`src/rtl/pc_fetch_if.sv`:
```
// -----------------------------------------------------------------------------
// pc_fetch_if
//   Bundle of the fetch-stage signals shared between the fetch unit, the
//   instruction memory and the decode stage.
//
//   Signals:
//     stall          hold the PC and the output registers
//     branch_taken   PC-relative redirect request (relative to pc_out)
//     branch_offset  signed two's-complement branch offset
//     jump           absolute redirect request
//     jump_target    absolute redirect target
//     address        word address to the instruction memory (the PC register)
//     ins            instruction word returned by the memory
//     ins_out        registered instruction for decode
//     pc_out         PC of ins_out
//     valid          ins_out/pc_out hold a real instruction
//     halted         fetch has stopped on an all-zero word
//     fetch_cnt      saturating count of valid captures
//
//   Modports:
//     slave   the fetch unit's view
//     master  the environment's view (decode, memory, testbench)
// -----------------------------------------------------------------------------
interface pc_fetch_if #(
  parameter int ADDR_W = 8,
  parameter int DATA_W = 32
);
  logic              stall;
  logic              branch_taken;
  logic [ADDR_W-1:0] branch_offset;
  logic              jump;
  logic [ADDR_W-1:0] jump_target;
  logic [ADDR_W-1:0] address;
  logic [DATA_W-1:0] ins;
  logic [DATA_W-1:0] ins_out;
  logic [ADDR_W-1:0] pc_out;
  logic              valid;
  logic              halted;
  logic [15:0]       fetch_cnt;

  modport slave (
    input  stall,
    input  branch_taken,
    input  branch_offset,
    input  jump,
    input  jump_target,
    input  ins,
    output address,
    output ins_out,
    output pc_out,
    output valid,
    output halted,
    output fetch_cnt
  );

  modport master (
    output stall,
    output branch_taken,
    output branch_offset,
    output jump,
    output jump_target,
    output ins,
    input  address,
    input  ins_out,
    input  pc_out,
    input  valid,
    input  halted,
    input  fetch_cnt
  );
endinterface : pc_fetch_if

```
`src/rtl/pc_fetch.sv`:
```
// -----------------------------------------------------------------------------
// pc_fetch
//   Instruction-fetch front end. Holds the program counter, presents it as
//   the word address of a combinational instruction memory, and registers
//   the returned word with its PC for decode. Supports stall, PC-relative
//   branch, absolute jump and (optionally) halt on an all-zero word.
//
//   Ports:
//     clk    rising-edge clock
//     rst_n  asynchronous active-low reset
//     bus    pc_fetch_if.slave (control inputs, memory address/data,
//            registered instruction, pc_out, valid, halted, fetch_cnt)
//
//   Parameters:
//     ADDR_W    PC / word-address width
//     DATA_W    instruction width
//     RESET_PC  PC loaded on reset
//
//   Configuration macro:
//     PC_FETCH_HALT_EN  when defined, an all-zero fetched word stops fetch
//                       in the HALTED state (left only by reset). When
//                       undefined, zero words are ordinary instructions and
//                       halted is tied low.
// -----------------------------------------------------------------------------
module pc_fetch #(
  parameter int ADDR_W   = 8,
  parameter int DATA_W   = 32,
  parameter int RESET_PC = 0
) (
  input  logic       clk,
  input  logic       rst_n,
  pc_fetch_if.slave  bus
);

  localparam logic [ADDR_W-1:0] LP_RESET_PC = ADDR_W'(RESET_PC);
  localparam logic [15:0]       LP_CNT_MAX  = 16'hFFFF;

  // ---------------------------------------------------------------------------
  // Registers
  // ---------------------------------------------------------------------------
  logic [ADDR_W-1:0] r_pc;
  logic [DATA_W-1:0] r_ins_out;
  logic [ADDR_W-1:0] r_pc_out;
  logic              r_valid;
  logic [15:0]       r_fetch_cnt;

  // Next-state values
  logic [ADDR_W-1:0] w_pc_nxt;
  logic [DATA_W-1:0] w_ins_out_nxt;
  logic [ADDR_W-1:0] w_pc_out_nxt;
  logic              w_valid_nxt;
  logic [15:0]       w_fetch_cnt_nxt;

  // Decoded control
  logic              w_run;
  logic              w_adv;
  logic              w_jump;
  logic              w_branch;
  logic              w_redirect;
  logic              w_zero_word;
  logic              w_capture;
  logic [ADDR_W-1:0] w_branch_tgt;

`ifdef PC_FETCH_HALT_EN
  typedef enum logic [0:0] {
    ST_RUN    = 1'b0,
    ST_HALTED = 1'b1
  } state_t;

  state_t r_state;
  state_t w_state_nxt;

  // FSM state register
  always_ff @(posedge clk or negedge rst_n) begin
    if (!rst_n) begin
      r_state <= ST_RUN;
    end else begin
      r_state <= w_state_nxt;
    end
  end

  // FSM next state: RUN falls into HALTED on an unredirected zero word
  always_comb begin
    w_state_nxt = r_state;
    case (r_state)
      ST_RUN: begin
        if (w_adv && !w_redirect && w_zero_word) begin
          w_state_nxt = ST_HALTED;
        end else begin
          w_state_nxt = ST_RUN;
        end
      end
      ST_HALTED: w_state_nxt = ST_HALTED;
      default:   w_state_nxt = ST_RUN;
    endcase
  end

  assign w_run       = (r_state == ST_RUN);
  assign w_zero_word = (bus.ins == {DATA_W{1'b0}});
  assign bus.halted  = (r_state == ST_HALTED);
`else
  assign w_run       = 1'b1;
  assign w_zero_word = 1'b0;
  assign bus.halted  = 1'b0;
`endif

  // ---------------------------------------------------------------------------
  // Redirect qualification. Redirects originate from decode of ins_out, so
  // they are meaningful only while ins_out is valid. Jump has priority.
  // ---------------------------------------------------------------------------
  assign w_adv        = w_run && !bus.stall;
  assign w_jump       = r_valid && bus.jump;
  assign w_branch     = r_valid && bus.branch_taken && !w_jump;
  assign w_redirect   = w_jump || w_branch;
  assign w_capture    = w_adv && !w_redirect && !w_zero_word;
  assign w_branch_tgt = r_pc_out + bus.branch_offset;

  // Next PC and output-register values
  always_comb begin
    w_pc_nxt        = r_pc;
    w_ins_out_nxt   = r_ins_out;
    w_pc_out_nxt    = r_pc_out;
    w_valid_nxt     = r_valid;
    w_fetch_cnt_nxt = r_fetch_cnt;
    if (w_adv) begin
      if (w_jump) begin
        // Wrong-path word in flight is dropped as a bubble
        w_pc_nxt    = bus.jump_target;
        w_valid_nxt = 1'b0;
      end else if (w_branch) begin
        w_pc_nxt    = w_branch_tgt;
        w_valid_nxt = 1'b0;
      end else if (w_capture) begin
        w_pc_nxt      = r_pc + {{(ADDR_W-1){1'b0}}, 1'b1};
        w_ins_out_nxt = bus.ins;
        w_pc_out_nxt  = r_pc;
        w_valid_nxt   = 1'b1;
        if (r_fetch_cnt != LP_CNT_MAX) begin
          w_fetch_cnt_nxt = r_fetch_cnt + 16'd1;
        end else begin
          w_fetch_cnt_nxt = r_fetch_cnt;
        end
      end else begin
        // Zero word entering HALTED: PC freezes, word is not emitted
        w_valid_nxt = 1'b0;
      end
    end else begin
      w_pc_nxt = r_pc;
    end
  end

  // Datapath registers
  always_ff @(posedge clk or negedge rst_n) begin
    if (!rst_n) begin
      r_pc        <= LP_RESET_PC;
      r_ins_out   <= {DATA_W{1'b0}};
      r_pc_out    <= {ADDR_W{1'b0}};
      r_valid     <= 1'b0;
      r_fetch_cnt <= 16'd0;
    end else begin
      r_pc        <= w_pc_nxt;
      r_ins_out   <= w_ins_out_nxt;
      r_pc_out    <= w_pc_out_nxt;
      r_valid     <= w_valid_nxt;
      r_fetch_cnt <= w_fetch_cnt_nxt;
    end
  end

  // Address comes straight from the PC register: no combinational path from
  // the control inputs to the memory.
  assign bus.address   = r_pc;
  assign bus.ins_out   = r_ins_out;
  assign bus.pc_out    = r_pc_out;
  assign bus.valid     = r_valid;
  assign bus.fetch_cnt = r_fetch_cnt;

endmodule : pc_fetch
```
`src/flat_wrapper.sv`:
```
// flat-port wrapper written by rule: the top's interface ports become plain ports
module pc_fetch_flat 
#(
  parameter int ADDR_W   = 8,
  parameter int DATA_W   = 32,
  parameter int RESET_PC = 0
)
  (clk, rst_n, bus_stall, bus_branch_taken, bus_branch_offset, bus_jump, bus_jump_target, bus_ins, bus_address, bus_ins_out, bus_pc_out, bus_valid, bus_halted, bus_fetch_cnt);
  pc_fetch_if #(.ADDR_W(ADDR_W), .DATA_W(DATA_W)) bus_i ();
  input  logic clk;
  input  logic rst_n;
  input wire logic [$bits(bus_i.stall)-1:0] bus_stall;
  input wire logic [$bits(bus_i.branch_taken)-1:0] bus_branch_taken;
  input wire logic [$bits(bus_i.branch_offset)-1:0] bus_branch_offset;
  input wire logic [$bits(bus_i.jump)-1:0] bus_jump;
  input wire logic [$bits(bus_i.jump_target)-1:0] bus_jump_target;
  input wire logic [$bits(bus_i.ins)-1:0] bus_ins;
  output wire logic [$bits(bus_i.address)-1:0] bus_address;
  output wire logic [$bits(bus_i.ins_out)-1:0] bus_ins_out;
  output wire logic [$bits(bus_i.pc_out)-1:0] bus_pc_out;
  output wire logic [$bits(bus_i.valid)-1:0] bus_valid;
  output wire logic [$bits(bus_i.halted)-1:0] bus_halted;
  output wire logic [$bits(bus_i.fetch_cnt)-1:0] bus_fetch_cnt;
  assign bus_i.stall = bus_stall;
  assign bus_i.branch_taken = bus_branch_taken;
  assign bus_i.branch_offset = bus_branch_offset;
  assign bus_i.jump = bus_jump;
  assign bus_i.jump_target = bus_jump_target;
  assign bus_i.ins = bus_ins;
  assign bus_address = bus_i.address;
  assign bus_ins_out = bus_i.ins_out;
  assign bus_pc_out = bus_i.pc_out;
  assign bus_valid = bus_i.valid;
  assign bus_halted = bus_i.halted;
  assign bus_fetch_cnt = bus_i.fetch_cnt;
  pc_fetch #(.ADDR_W(ADDR_W), .DATA_W(DATA_W), .RESET_PC(RESET_PC)) u_core (.clk(clk), .rst_n(rst_n), .bus(bus_i));
endmodule
```
`config.mk`:
```
export PLATFORM = sky130hd
export DESIGN_NAME = pc_fetch_flat
export DESIGN_NICKNAME = d
export VERILOG_FILES = /design/src/rtl/pc_fetch_if.sv /design/src/rtl/pc_fetch.sv /design/src/flat_wrapper.sv
export SDC_FILE = /design/constraint.sdc
export NUM_CORES = 1
export LEC_CHECK = 0
export ABC_CLOCK_PERIOD_IN_PS = 2000
export BUFFER_PORTS_ARGS = -buffer_cell sky130_fd_sc_hd__buf_2
export CAP_MARGIN = 10
export CORE_MARGIN = 2
export CORE_UTILIZATION = 45
export CTS_CLUSTER_DIAMETER = 60
export DETAILED_ROUTE_END_ITERATION = 7
export PLACE_DENSITY_LB_ADDON = 0.25
export SYNTH_ARGS = -nofsm -noshare
export SYNTH_HDL_FRONTEND = slang
export SYNTH_SLANG_ARGS = --single-unit
export TNS_END_PERCENT = 1
```
`constraint.sdc`:
```
create_clock -name clk -period 2 [get_ports clk]
set_input_delay 0.2 -clock clk [delete_from_list [all_inputs] [get_ports clk]]
set_output_delay 0.2 -clock clk [all_outputs]
set_load 0.01 [all_outputs]
```
After elaboration in Yosys (flattened, before gate mapping)
Index checks and enable logic that the tools add are counted.
{"block": "word_totals", "wordCells": 30, "in_bits": 53, "regBits": 65}
{"block": "classes", "muxes": 6, "n_bitwise": 3, "eq_ne": 1, "n_reduce_logical": 12, "add_sub_neg": 3}
{"operator": "2-to-1 mux 8 bit", "count": 3}
{"operator": "adder 16 x 1 -> 16 bit, second input constant", "count": 1}
{"operator": "!= test 16 bit, second input constant", "count": 1}
{"operator": "adder 8 x 1 -> 8 bit, second input constant", "count": 1}
{"operator": "adder 8 bit", "count": 1}
{"operator": "AND reduction 5 bit", "count": 1}
{"operator": "logical AND 1 bit", "count": 4}
{"operator": "AND reduction 4 bit", "count": 1}
{"operator": "logical NOT 1 bit", "count": 3}
{"operator": "2-to-1 mux 1 bit", "count": 3}
{"operator": "NOT 1 bit", "count": 3}
{"operator": "nonzero test 3 bit", "count": 1}
{"operator": "AND reduction 2 bit", "count": 1}
{"operator": "logical OR 1 bit", "count": 1}

Logic depth before layout (Yosys ltp)
Gate-level depths: netlist of the first run.
{"block": "depth", "depth_word": 9, "ltp_mapped": 8, "ltp_nobuf": 8}

Worst setup path before layout of the first run
OpenSTA, ideal clock, no wires.
{"block": "synth_timing", "path_type": "register to register", "from": "register u_core.r_pc_out[4], in the netlist u_core.bus.pc_out[4]", "to": "register u_core.r_pc[7], in the netlist u_core.bus.address[7]", "path_slack_ns": 0.056, "required_ns": 1.896, "arrival_time_ns": 1.840, "n_path_buf": 0, "path_stages_with_launch": 7, "path_cell_list": "dfrtp_1 ha_1 a211oi_2 nor2_1 or3_1 and3_1 o41ai_2"}
{"block": "synth_via", "elab_chain_len": 3}
{"item": "from (decl)", "line": "pc_fetch.sv:43", "text": "logic [ADDR_W-1:0] r_pc_out;"}
{"item": "from (signal assigned)", "line": "pc_fetch.sv:157", "text": "r_pc_out <= {ADDR_W{1'b0}};"}
{"item": "from (signal assigned)", "line": "pc_fetch.sv:163", "text": "r_pc_out <= w_pc_out_nxt;"}
{"item": "adder 8 bit", "line": "pc_fetch.sv:116", "text": "assign w_branch_tgt = r_pc_out + bus.branch_offset;"}
{"item": "2-to-1 mux 8 bit", "line": "pc_fetch.sv:130", "text": "end else if (w_branch) begin"}
{"item": "2-to-1 mux 8 bit", "line": "pc_fetch.sv:126", "text": "if (w_jump) begin"}
{"item": "to (signal assigned)", "line": "pc_fetch.sv:161", "text": "r_pc <= w_pc_nxt;"}
{"item": "to (decl)", "line": "pc_fetch.sv:41", "text": "logic [ADDR_W-1:0] r_pc;"}
Every way passes these cells.
A chain may end at the register's enable or synchronous reset.

Worst setup path after layout of the first run
{"block": "layout_timing", "from": "register u_core.r_pc_out[0], in the netlist u_core.bus.pc_out[0]", "to": "register u_core.r_pc[4], in the netlist u_core.bus.address[4]"}
The elaborated chain is that of the path after synthesis.

==> results by group, run 1 <==
Global route
  – GR peak layer: met2
  – Initial antenna violation count: 0
  – Global Route Usage Sum: 19.7%
  – First-pass GRT wire length: 11.9 mm
  – Met2 usage: 31.2%
  – M3 GR Usage: 5.04%
  – M1 GR Usage: 25.9%
  – Largest net degree at the start of global routing: 66
  – Grt ovf: 0
  – Number of global-route vias before repair: 2560

STA
  – FMAX: 522 MHz
  – Final hold vios: 0
  – Worst Slack Setup Final: 0.0834 ns
  – RSZ-0062 raised after global routing: no
  – Worst Skew: 0.00807 ns
  – # setup viols final: 0
  – Slew Viols, Final: 0
  – Fin crit share: 95.8%
  – Fin crit period: 1.92 ns

Worst setup path
  – CP Max Fanout: 2
  – Nature of the critical path startpoint: register
  – CP Class: reg -> reg
  – Required time worst endpoint: 2.22 ns
  – Crit. End Element: register
  – Critical Path AT: 2.14 ns

Min path
  – Worst Hold Class: in -> reg

Floorplan
  – Die H: 88.5 um
  – Initial Util: 46.8%
  – DIE AREA: 7830 um^2
  – Core box area: 6870 um^2
  – # IOs: 119
  – Placement Rows: 30
  – Die W: 88.5 um

CTS
  – Clock Path Buffers: 2
  – Root buffer cell: clkbuf_8
  – CTS Buf Count: 9
  – Clock transition at path regs: 0.07 ns
  – Worst-Skew Late Latency: 0.34 ns
  – TritonCTS sink count: 65
  – TritonCTS clock tree: built
  – H-tree depth: 3

Synthesis
  – Synth top area share: 50.6%
  – Mapped Cells: 282
  – Cell Area, Synth: 3210 um^2
  – Synth Warn #: 0
  – Synth area leader: dfrtp_1
  – FFs w/ async S/R, synth: 100%
  – Mapped Nets: 345
  – FF+latch count, synth: 65
  – Post-synth EDFFs: 0
  – Seq/Total Area, Yosys: 50.6%
  – Top_reg_cell synth: dfrtp_1
  – Synth cell types: 42
  – Largest cells by area after synthesis: dfrtp_1 51%, mux2_2 14%, ha_1 3.5%, xnor2_1 3.0%, xor2_1 3.0%
  – Syn Area/Cell: 11.4 um^2

Placed design
  – IO Port Bufs: 117
  – Cell total after placement: 497
  – Final Wtd Congestion: 0.813
  – Detailed Place HPWL: 5.39 mm
  – Pre-CTS setup slack: -0.0635 ns

Power
  – Sw power: 1.66 mW
  – Leak: 2.05 nW
  – Internal power: 3.11 mW
  – Switching Fraction: 34.8%
  – Combinational Power Share: 37.3%
  – Power density cells: 1130 nW/um^2
  – Seq pwr share: 39.7%
  – Worst vdd ir: 776 uV
  – Clock power share: 22.9%

Detailed routing
  – Vias: 2647
  – DRC: 0
  – WL final: 7.51 mm
  – Starting DRT DRC Count: 129
  – Pre-Repair DR Iteration Count: 5
  – Post-route ant nets: 0
  – DR WL/cell: 14.6 um
  – Vias/cell: 5.14

Status
  – Status: completed

Final layout
  – Nets: 477
  – Post-Layout Cell Count: 515
  – Antenna cell count: 0
  – Area growth syn-to-layout: 31.9%
  – Share of layout cells above drive strength 1: 47.7%

Job
  – Max-Cap Viols: 0
==> power groups by stage <==
stage	logic [mW]	clock network (mW)	registers [mW]
after CTS	1.72	1.12	1.88
after global placement	1.67	0	1.88
after detailed placement	1.70	0	1.90
after global routing	1.97	1.18	1.95
final	1.78	1.09	1.90
after floorplan	0.873	0	2.04
==> flip-flops by register name (all words and copies together), names as in the netlist <==
name and flops:
u_core.bus.address 8, u_core.bus.fetch_cnt 16, u_core.bus.ins_out 32, u_core.bus.pc_out 8, u_core.bus.valid 1
==> metrics by stage <==
step / utilization, % / setup TNS [ns] / instance area (um^2) / hold WS, ns / power [mW]
after floorplan: - / 0 / 3210 / -0.0956 / 2.91
after global routing: 61.7 / 0 / 4240 / 0.0718 / 5.09
after global placement: 57.8 / 0 / 3970 / 0.245 / 3.55
after detailed placement: 57.8 / -0.0635 / 3970 / 0.250 / 3.60
after CTS: 60.9 / 0 / 4180 / 0.0714 / 4.72
final: 61.7 / 0 / 4240 / 0.0830 / 4.77
==> area by class of cell <==
type	instances	area, um^2
timing repair buffer	132	713
clock buffer	11	131
fill	608	2630
clock inverter	5	56.3
multi-input combinational	194	1550
sequential	65	1630
inverter	12	45.0
tap	96	120
==> path summary, 6_finish.rpt <==
check                                                        to  depth (start not counted)                            startpoint  slack (ns)
setup / recovery              u_core.bus.address[4]$_DFFE_PN0P_                          8      u_core.bus.pc_out[0]$_DFFE_PN0P_        0.08
hold / removal                u_core.bus.ins_out[4]$_DFFE_PN0P_                          2                            bus_ins[4]        0.08
setup reg to reg              u_core.bus.address[4]$_DFFE_PN0P_                          8      u_core.bus.pc_out[0]$_DFFE_PN0P_        0.08
hold reg to reg            u_core.bus.fetch_cnt[15]$_DFFE_PN0P_                          1  u_core.bus.fetch_cnt[15]$_DFFE_PN0P_        0.48
max in group asynchronous   u_core.bus.fetch_cnt[4]$_DFFE_PN0P_                          3                                 rst_n        1.28
min in group asynchronous    u_core.bus.ins_out[30]$_DFFE_PN0P_                          3                                 rst_n        0.40
==> cell families (layout without fill, tap and decap cells) <==
kind of cell / Yosys count / after routing / share of synthesized area [%]
flip-flops: 65 / 65 / 50.6
AND/OR/NAND/NOR: 78 / 78 / 12.9
other: 1 / 1 / 0.117
multiplexers: 42 / 42 / 14.7
buffers and inverters: 23 / 160 / 3.19
XOR/XNOR: 22 / 22 / 5.99
adder cells (fa/ha/maj): 10 / 10 / 4.13
AO/OA/AOI/OAI: 41 / 41 / 8.41
==> repair_timing <==
item,4_1_cts,5_1_grt
setup endpoints to repair,1,3
hold buffers,1,0
pin swaps,1,5
setup buffers,0,1
endpoints found under the hold margin,65,0
resized for setup,3,10
==> synthesized netlist by cell type, types with 2 or more instances <==
cell      instances
nor3_1            7
nand2b_1          2
nand2_1          13
nor2_1           15
nor3b_1           2
and4_1            2
xor2_1           11
dfrtp_1          65
and3_1            6
clkbuf_1          2
o21a_1            2
xnor2_1          11
a21oi_1          16
o22ai_1           4
o21ai_0           5
and2_1            2
nand4_1           6
buf_4             2
o31ai_1           5
nor2b_1           3
inv_1            12
mux2_2           41
nand3_1          12
or3_1             3
buf_2             7
ha_1              9
nor4_1            2
==> routing by layer <==
metal  share of wire, %  wire (um)
met5                  0          0
met4                1.1         80
met3                5.9        444
met2                 49       3710
met1                 44       3270
==> layout by cell type (no fill, tap or decap), drive strengths merged, types with 9 or more instances in the layout <==
master / instances
a21oi: 16
clkbuf: 11
nor2: 16
nand2: 13
ha: 9
xor2: 11
buf: 131
mux2: 41
inv: 12
xnor2: 11
nand3: 12
dfrtp: 65
==> worst max-delay path: stages (launching register included) <==
cell      delay (ns)
dfrtp_1         0.41
ha_4            0.17
inv_2           0.06
fa_2            0.21
nor2b_2         0.05
o21a_1          0.20
or3_4           0.33
a311oi_2        0.26
o31ai_1         0.10
Note: power is estimated with default switching activity, not from simulation.
==> run 2, diff against run 1 <==
BUFFER_PORTS_ARGS = default   (was -buffer_cell sky130_fd_sc_hd__buf_2)
CORE_UTILIZATION = 55   (was 45)
DONT_BUFFER_PORTS = 1   (was default)
==> results by group, run 2 (synthesized netlist as in run 1, its figures left out) <==
Status
  – Status: finished with violations
  – Failing checks: negative hold slack

Final layout
  – Antenna cell count: 0
  – Nets: 381
  – Max reg flops: 32
  – Area growth syn-to-layout: 20.0%
  – Most frequent cells in the layout: 64 x dfrtp_1, 41 x mux2_2, 18 x buf_4
  – Most common cell after layout, fill and taps aside: dfrtp_1
  – Share of layout cells above drive strength 1: 29.2%
  – Multi-input gate area: 1600 um^2
  – Register area: 1630 um^2
  – Post-Layout Cell Count: 394
  – Number of fill cells: 434
  – Design area: 3860 um^2

Global route
  – Global Route Usage Sum: 22.5%
  – Initial antenna violation count: 0
  – Number of global-route vias before repair: 2177
  – First-pass GRT wire length: 10.8 mm
  – Largest net degree at the start of global routing: 66
  – Grt ovf: 0

Worst setup path
  – CP Max Fanout: 2
  – Worst R2R Path Depth: 6
  – Critical Path AT: 2.14 ns
  – Crit. End Element: register
  – CP Class: reg -> reg
  – Required time worst endpoint: 2.22 ns
  – Nature of the critical path startpoint: register

CTS
  – Worst-Skew Late Latency: 0.33 ns
  – Clock Path Buffers: 2
  – TritonCTS sink count: 65
  – CTS Buf Count: 9
  – H-tree depth: 3
  – Root buffer cell: clkbuf_8
  – TritonCTS clock tree: built
  – Clock transition at path regs: 0.07 ns

Job
  – Max-Cap Viols: 0

Placed design
  – Cell total after placement: 361
  – IO Port Bufs: 0
  – Detailed Place HPWL: 4.98 mm
  – Placed cell area: 3380 um^2
  – Pre-CTS setup slack: 0.0224 ns
  – Final Wtd Congestion: 0.925

Detailed routing
  – Vias: 2294
  – WL final: 7.22 mm
  – Pre-Repair DR Iteration Count: 4
  – DR WL/cell: 18.3 um
  – Post-route ant nets: 0
  – Starting DRT DRC Count: 150
  – Vias/cell: 5.82
  – DRC: 0

Floorplan
  – Die H: 80.4 um
  – Die W: 80.4 um
  – Initial Util: 57.7%
  – # IOs: 119
  – Core box area: 5570 um^2
  – DIE AREA: 6470 um^2
  – Placement Rows: 27

STA
  – Final setup TNS: 0 ns
  – Fin crit period: 1.92 ns
  – Final hold vios: 6
  – FMAX: 521 MHz
  – Slew Viols, Final: 0
  – Fin Hold WS: -0.0431 ns
  – Worst Skew: 0.0115 ns
  – Worst Slack Setup Final: 0.0815 ns
  – # setup viols final: 0
  – Fin crit share: 95.9%

Power
  – Power density cells: 1160 nW/um^2
  – Leak: 1.65 nW
  – Worst vdd ir: 590 uV

Min path
  – Worst Hold Class: in -> reg
  – Hold Crit Depth: 1
## run 2: worst paths after layout
kind / startpoint / endpoint / slack, ns
max reg2reg: u_core.bus.pc_out[4]$_DFFE_PN0P_ / u_core.bus.address[7]$_DFFE_PN0P_ / 0.08
max: u_core.bus.pc_out[4]$_DFFE_PN0P_ / u_core.bus.address[7]$_DFFE_PN0P_ / 0.08
min reg2reg: u_core.bus.fetch_cnt[4]$_DFFE_PN0P_ / u_core.bus.fetch_cnt[4]$_DFFE_PN0P_ / 0.55
min: bus_stall / u_core.bus.address[2]$_DFFE_PN0P_ / -0.04
max in group asynchronous: rst_n / u_core.bus.ins_out[4]$_DFFE_PN0P_ / 1.29
min in group asynchronous: rst_n / u_core.bus.pc_out[3]$_DFFE_PN0P_ / 0.42
## run 2: worst max-delay path: stages (launching register included)
cell and delay [ns]:
dfrtp_1 0.42, ha_4 0.25, a211oi_2 0.20, nor2_1 0.06, or3_4 0.37, and3_4 0.18, o41ai_4 0.32
## run 2: per-layer routing
| metal | vias up | track usage, % | share of wire [%] |
|---|---|---|---|
| li1 | 1075 | - | - |
| met3 | 10 | 8.31 | 8.3 |
| met1 | 1121 | 28.5 | 39 |
| met2 | 88 | 35.5 | 50 |
| met4 | 0 | 8.14 | 1.8 |
| met5 | - | 0 | 0 |
## run 2: final cells by class
| cell class | instances | area share [%] |
|---|---|---|
| Clock buffer | 12 | 3.76 |
| Inverter | 12 | 1.17 |
| Tap cell | 72 | 2.34 |
| Clock inverter | 3 | 0.454 |
| Sequential cell | 65 | 42.2 |
| Timing Repair Buffer | 36 | 8.63 |
| Multi-Input combinational cell | 194 | 41.4 |
## run 2: what timing repair did
action / CTS / global route
endpoints found under the setup margin: 1 / 3
hold endpoints to repair: 73 / 20
gates resized for setup: 0 / 21
pin swaps: 1 / 4
buffers inserted: 0 / 0
hold buffers: 4 / 14
## run 2: power breakdown
part	switching [mW]	internal, mW	total (mW)
registers	0.399	1.64	2.04
logic	0.697	0.784	1.48
clock network	0.479	0.474	0.952
## run 2: stage by stage
stage | total power, mW | hold WS (ns) | util [%]
final | 4.47 | -0.0431 | 69.2
after global routing | 4.76 | -0.0554 | 69.2
after CTS | 4.31 | -0.0606 | 64.6
after global placement | 3.27 | -0.0940 | 60.7
after detailed placement | 3.32 | -0.0941 | 60.7
after floorplan | 2.91 | -0.0956 | -
==> run 3, diff against run 2 <==
ABC_AREA = 1   (was default)
==> results by group, run 3 <==
Status
  – Status: completed

Detailed routing
  – Vias/cell: 5.29
  – DRC: 0
  – DR WL/cell: 14.9 um
  – WL final: 8.41 mm
  – Pre-Repair DR Iteration Count: 4
  – Vias: 2994
  – Starting DRT DRC Count: 121
  – Post-route ant nets: 0

Synthesis
  – Synth Area in Simple Gates: 32.9%
  – FFs w/ async S/R, synth: 100%
  – Synth Area in Compound Gates: 5.90%
  – Seq/Total Area, Yosys: 46.8%
  – FF+latch count, synth: 65
  – Mapped Cells: 448
  – Synth area leader: dfrtp_1
  – Cell Area, Synth: 3480 um^2
  – Synth top cells by count: 200 x nand2_1, 65 x dfrtp_1, 37 x inv_1
  – Synth cell types: 33
  – Mapped Nets: 511
  – Post-Synth XOR/XNOR Area: 4.28%
  – Multiplexer share of the synthesized area: 0%
  – Main combinational cell family by area after synthesis: simple AND/OR/NAND/NOR gates
  – Syn Area/Cell: 7.76 um^2
  – Synth Warn #: 0
  – Synth top area share: 46.8%
  – Largest cells by area after synthesis: dfrtp_1 47%, nand2_1 22%, inv_1 4.0%, ha_1 3.2%, nor2_1 3.2%
  – Top_reg_cell synth: dfrtp_1
  – Most frequent cell after synthesis: nand2_1
  – Post-Synth Adder-Cell Area: 3.81%
  – Post-synth EDFFs: 0

Final layout
  – Antenna cell count: 0
  – Area growth syn-to-layout: 18.0%
  – Max reg flops: 32
  – Share of layout cells above drive strength 1: 7.94%
  – Most frequent cells in the layout: 200 x nand2_1, 65 x dfrtp_1, 37 x inv_1
  – Post-layout util: 68.1%
  – Post-Layout Cell Count: 566
  – Most common cell after layout, fill and taps aside: nand2_1
  – Number of fill cells: 483
  – Design area: 4100 um^2
  – Nets: 549

Worst setup path
  – Flop-to-flop setup slack: 0.21 ns
  – Nature of the critical path startpoint: register
  – CP Max Fanout: 3
  – Critical Path AT: 2.04 ns
  – Crit. End Element: register
  – CP Class: reg -> reg
  – Required time worst endpoint: 2.25 ns

STA
  – # setup viols final: 0
  – Fin crit period: 1.79 ns
  – Slew Viols, Final: 0
  – Fin Hold WS: 0.00481 ns
  – Final hold vios: 0
  – Fin crit share: 89.3%
  – RSZ-0062 raised after global routing: no
  – Worst Skew: 0.0127 ns
  – FMAX: 560 MHz
  – Final setup TNS: 0 ns

Power
  – Leak: 2.10 nW
  – Worst vdd ir: 942 uV
  – Power density cells: 1080 nW/um^2

Global route
  – Initial antenna violation count: 0
  – Global Route Usage Sum: 25.3%
  – Grt ovf: 0
  – First-pass GRT wire length: 14.2 mm
  – Number of global-route vias before repair: 2979
  – Largest net degree at the start of global routing: 66

Floorplan
  – Placement Rows: 28
  – Initial Util: 57.7%
  – Die H: 83.5 um
  – # IOs: 119
  – Die W: 83.5 um
  – DIE AREA: 6970 um^2
  – Core box area: 6030 um^2

CTS
  – TritonCTS clock tree: built
  – TritonCTS sink count: 65
  – Worst-Skew Late Latency: 0.35 ns
  – H-tree depth: 3
  – Clock Path Buffers: 2
  – Postcts setup bufs: 0
  – CTS Buf Count: 9
  – Clock transition at path regs: 0.08 ns
  – Root buffer cell: clkbuf_8

Placed design
  – IO Port Bufs: 0
  – Detailed Place HPWL: 5.74 mm
  – Cell total after placement: 515
  – Final Wtd Congestion: 0.901
  – Placed cell area: 3540 um^2

Job
  – Max-Cap Viols: 0

Min path
  – Worst Hold Class: in -> reg
run 3: repair_timing:
item,CTS,global route
gates resized for setup,0,0
hold buffers,35,0
hold endpoints to repair,104,0
run 3: report_power, final:
part | switching, mW | internal (mW)
sequential | 0.482 | 1.62
combinational | 0.706 | 0.478
clock | 0.534 | 0.606
total | 1.72 | 2.70
run 3: cell families (layout without fill, tap and decap cells):
| kind of cell | after synthesis | in the layout |
|---|---|---|
| other | 1 | 1 |
| XOR/XNOR | 17 | 17 |
| adder cells (fa/ha/maj) | 10 | 10 |
| AND/OR/NAND/NOR | 271 | 271 |
| AO/OA/AOI/OAI | 34 | 34 |
| flip-flops | 65 | 65 |
| buffers and inverters | 50 | 93 |
run 3: path summary, 6_finish.rpt:
path | start | cells past startpoint | end
setup / recovery | u_core.bus.pc_out[0]$_DFFE_PN0P_ | 11 | u_core.bus.address[6]$_DFFE_PN0P_
hold / removal | bus_stall | 3 | u_core.bus.address[5]$_DFFE_PN0P_
setup reg to reg | u_core.bus.pc_out[0]$_DFFE_PN0P_ | 11 | u_core.bus.address[6]$_DFFE_PN0P_
hold reg to reg | u_core.bus.ins_out[28]$_DFFE_PN0P_ | 2 | u_core.bus.ins_out[28]$_DFFE_PN0P_
max in group asynchronous | rst_n | 2 | u_core.bus.valid$_DFFE_PN0N_
min in group asynchronous | rst_n | 2 | u_core.bus.fetch_cnt[2]$_DFFE_PN0P_
run 3: area by class of cell:
class / instances / area (um^2) / share of cell area, %
multi-input cells: 333 / 1630 / 39.8
flip-flops and latches: 65 / 1630 / 39.6
repair buffers: 39 / 410 / 10.0
inverters: 38 / 143 / 3.48
clock buffers: 11 / 141 / 3.45
well taps: 75 / 93.8 / 2.29
clock inverters: 5 / 55.1 / 1.34
run 3: metal layers:
metal	part of all wire, %	up-vias	GRT usage, %
met5	0	-	0
met4	2.0	0	11.4
met3	9.1	16	8.21
met2	47	122	40.8
met1	41	1382	30.9
li1	-	1474	-
run 3: critical path, cell delays in order, from the launching register on:
cell and delay (ns):
dfrtp_1 0.44, ha_1 0.24, inv_1 0.09, fa_1 0.41, inv_1 0.09, nand3_1 0.10, nand3_1 0.08, nand2_1 0.05
nand3_1 0.06, nand2_1 0.05, nand2_1 0.05, nand2_1 0.04
run 3: stage by stage:
| step | power, mW | setup WS (ns) |
|---|---|---|
| 6_report | 4.42 | 0.215 |
| 5_1_grt | 4.73 | 0.0180 |
| 4_1_cts | 4.43 | 0.239 |
| 3_5_place_dp | 3.21 | 0.239 |
| 3_3_place_gp | 3.15 | 0.311 |
| 2_1_floorplan | 2.90 | 0.434 |
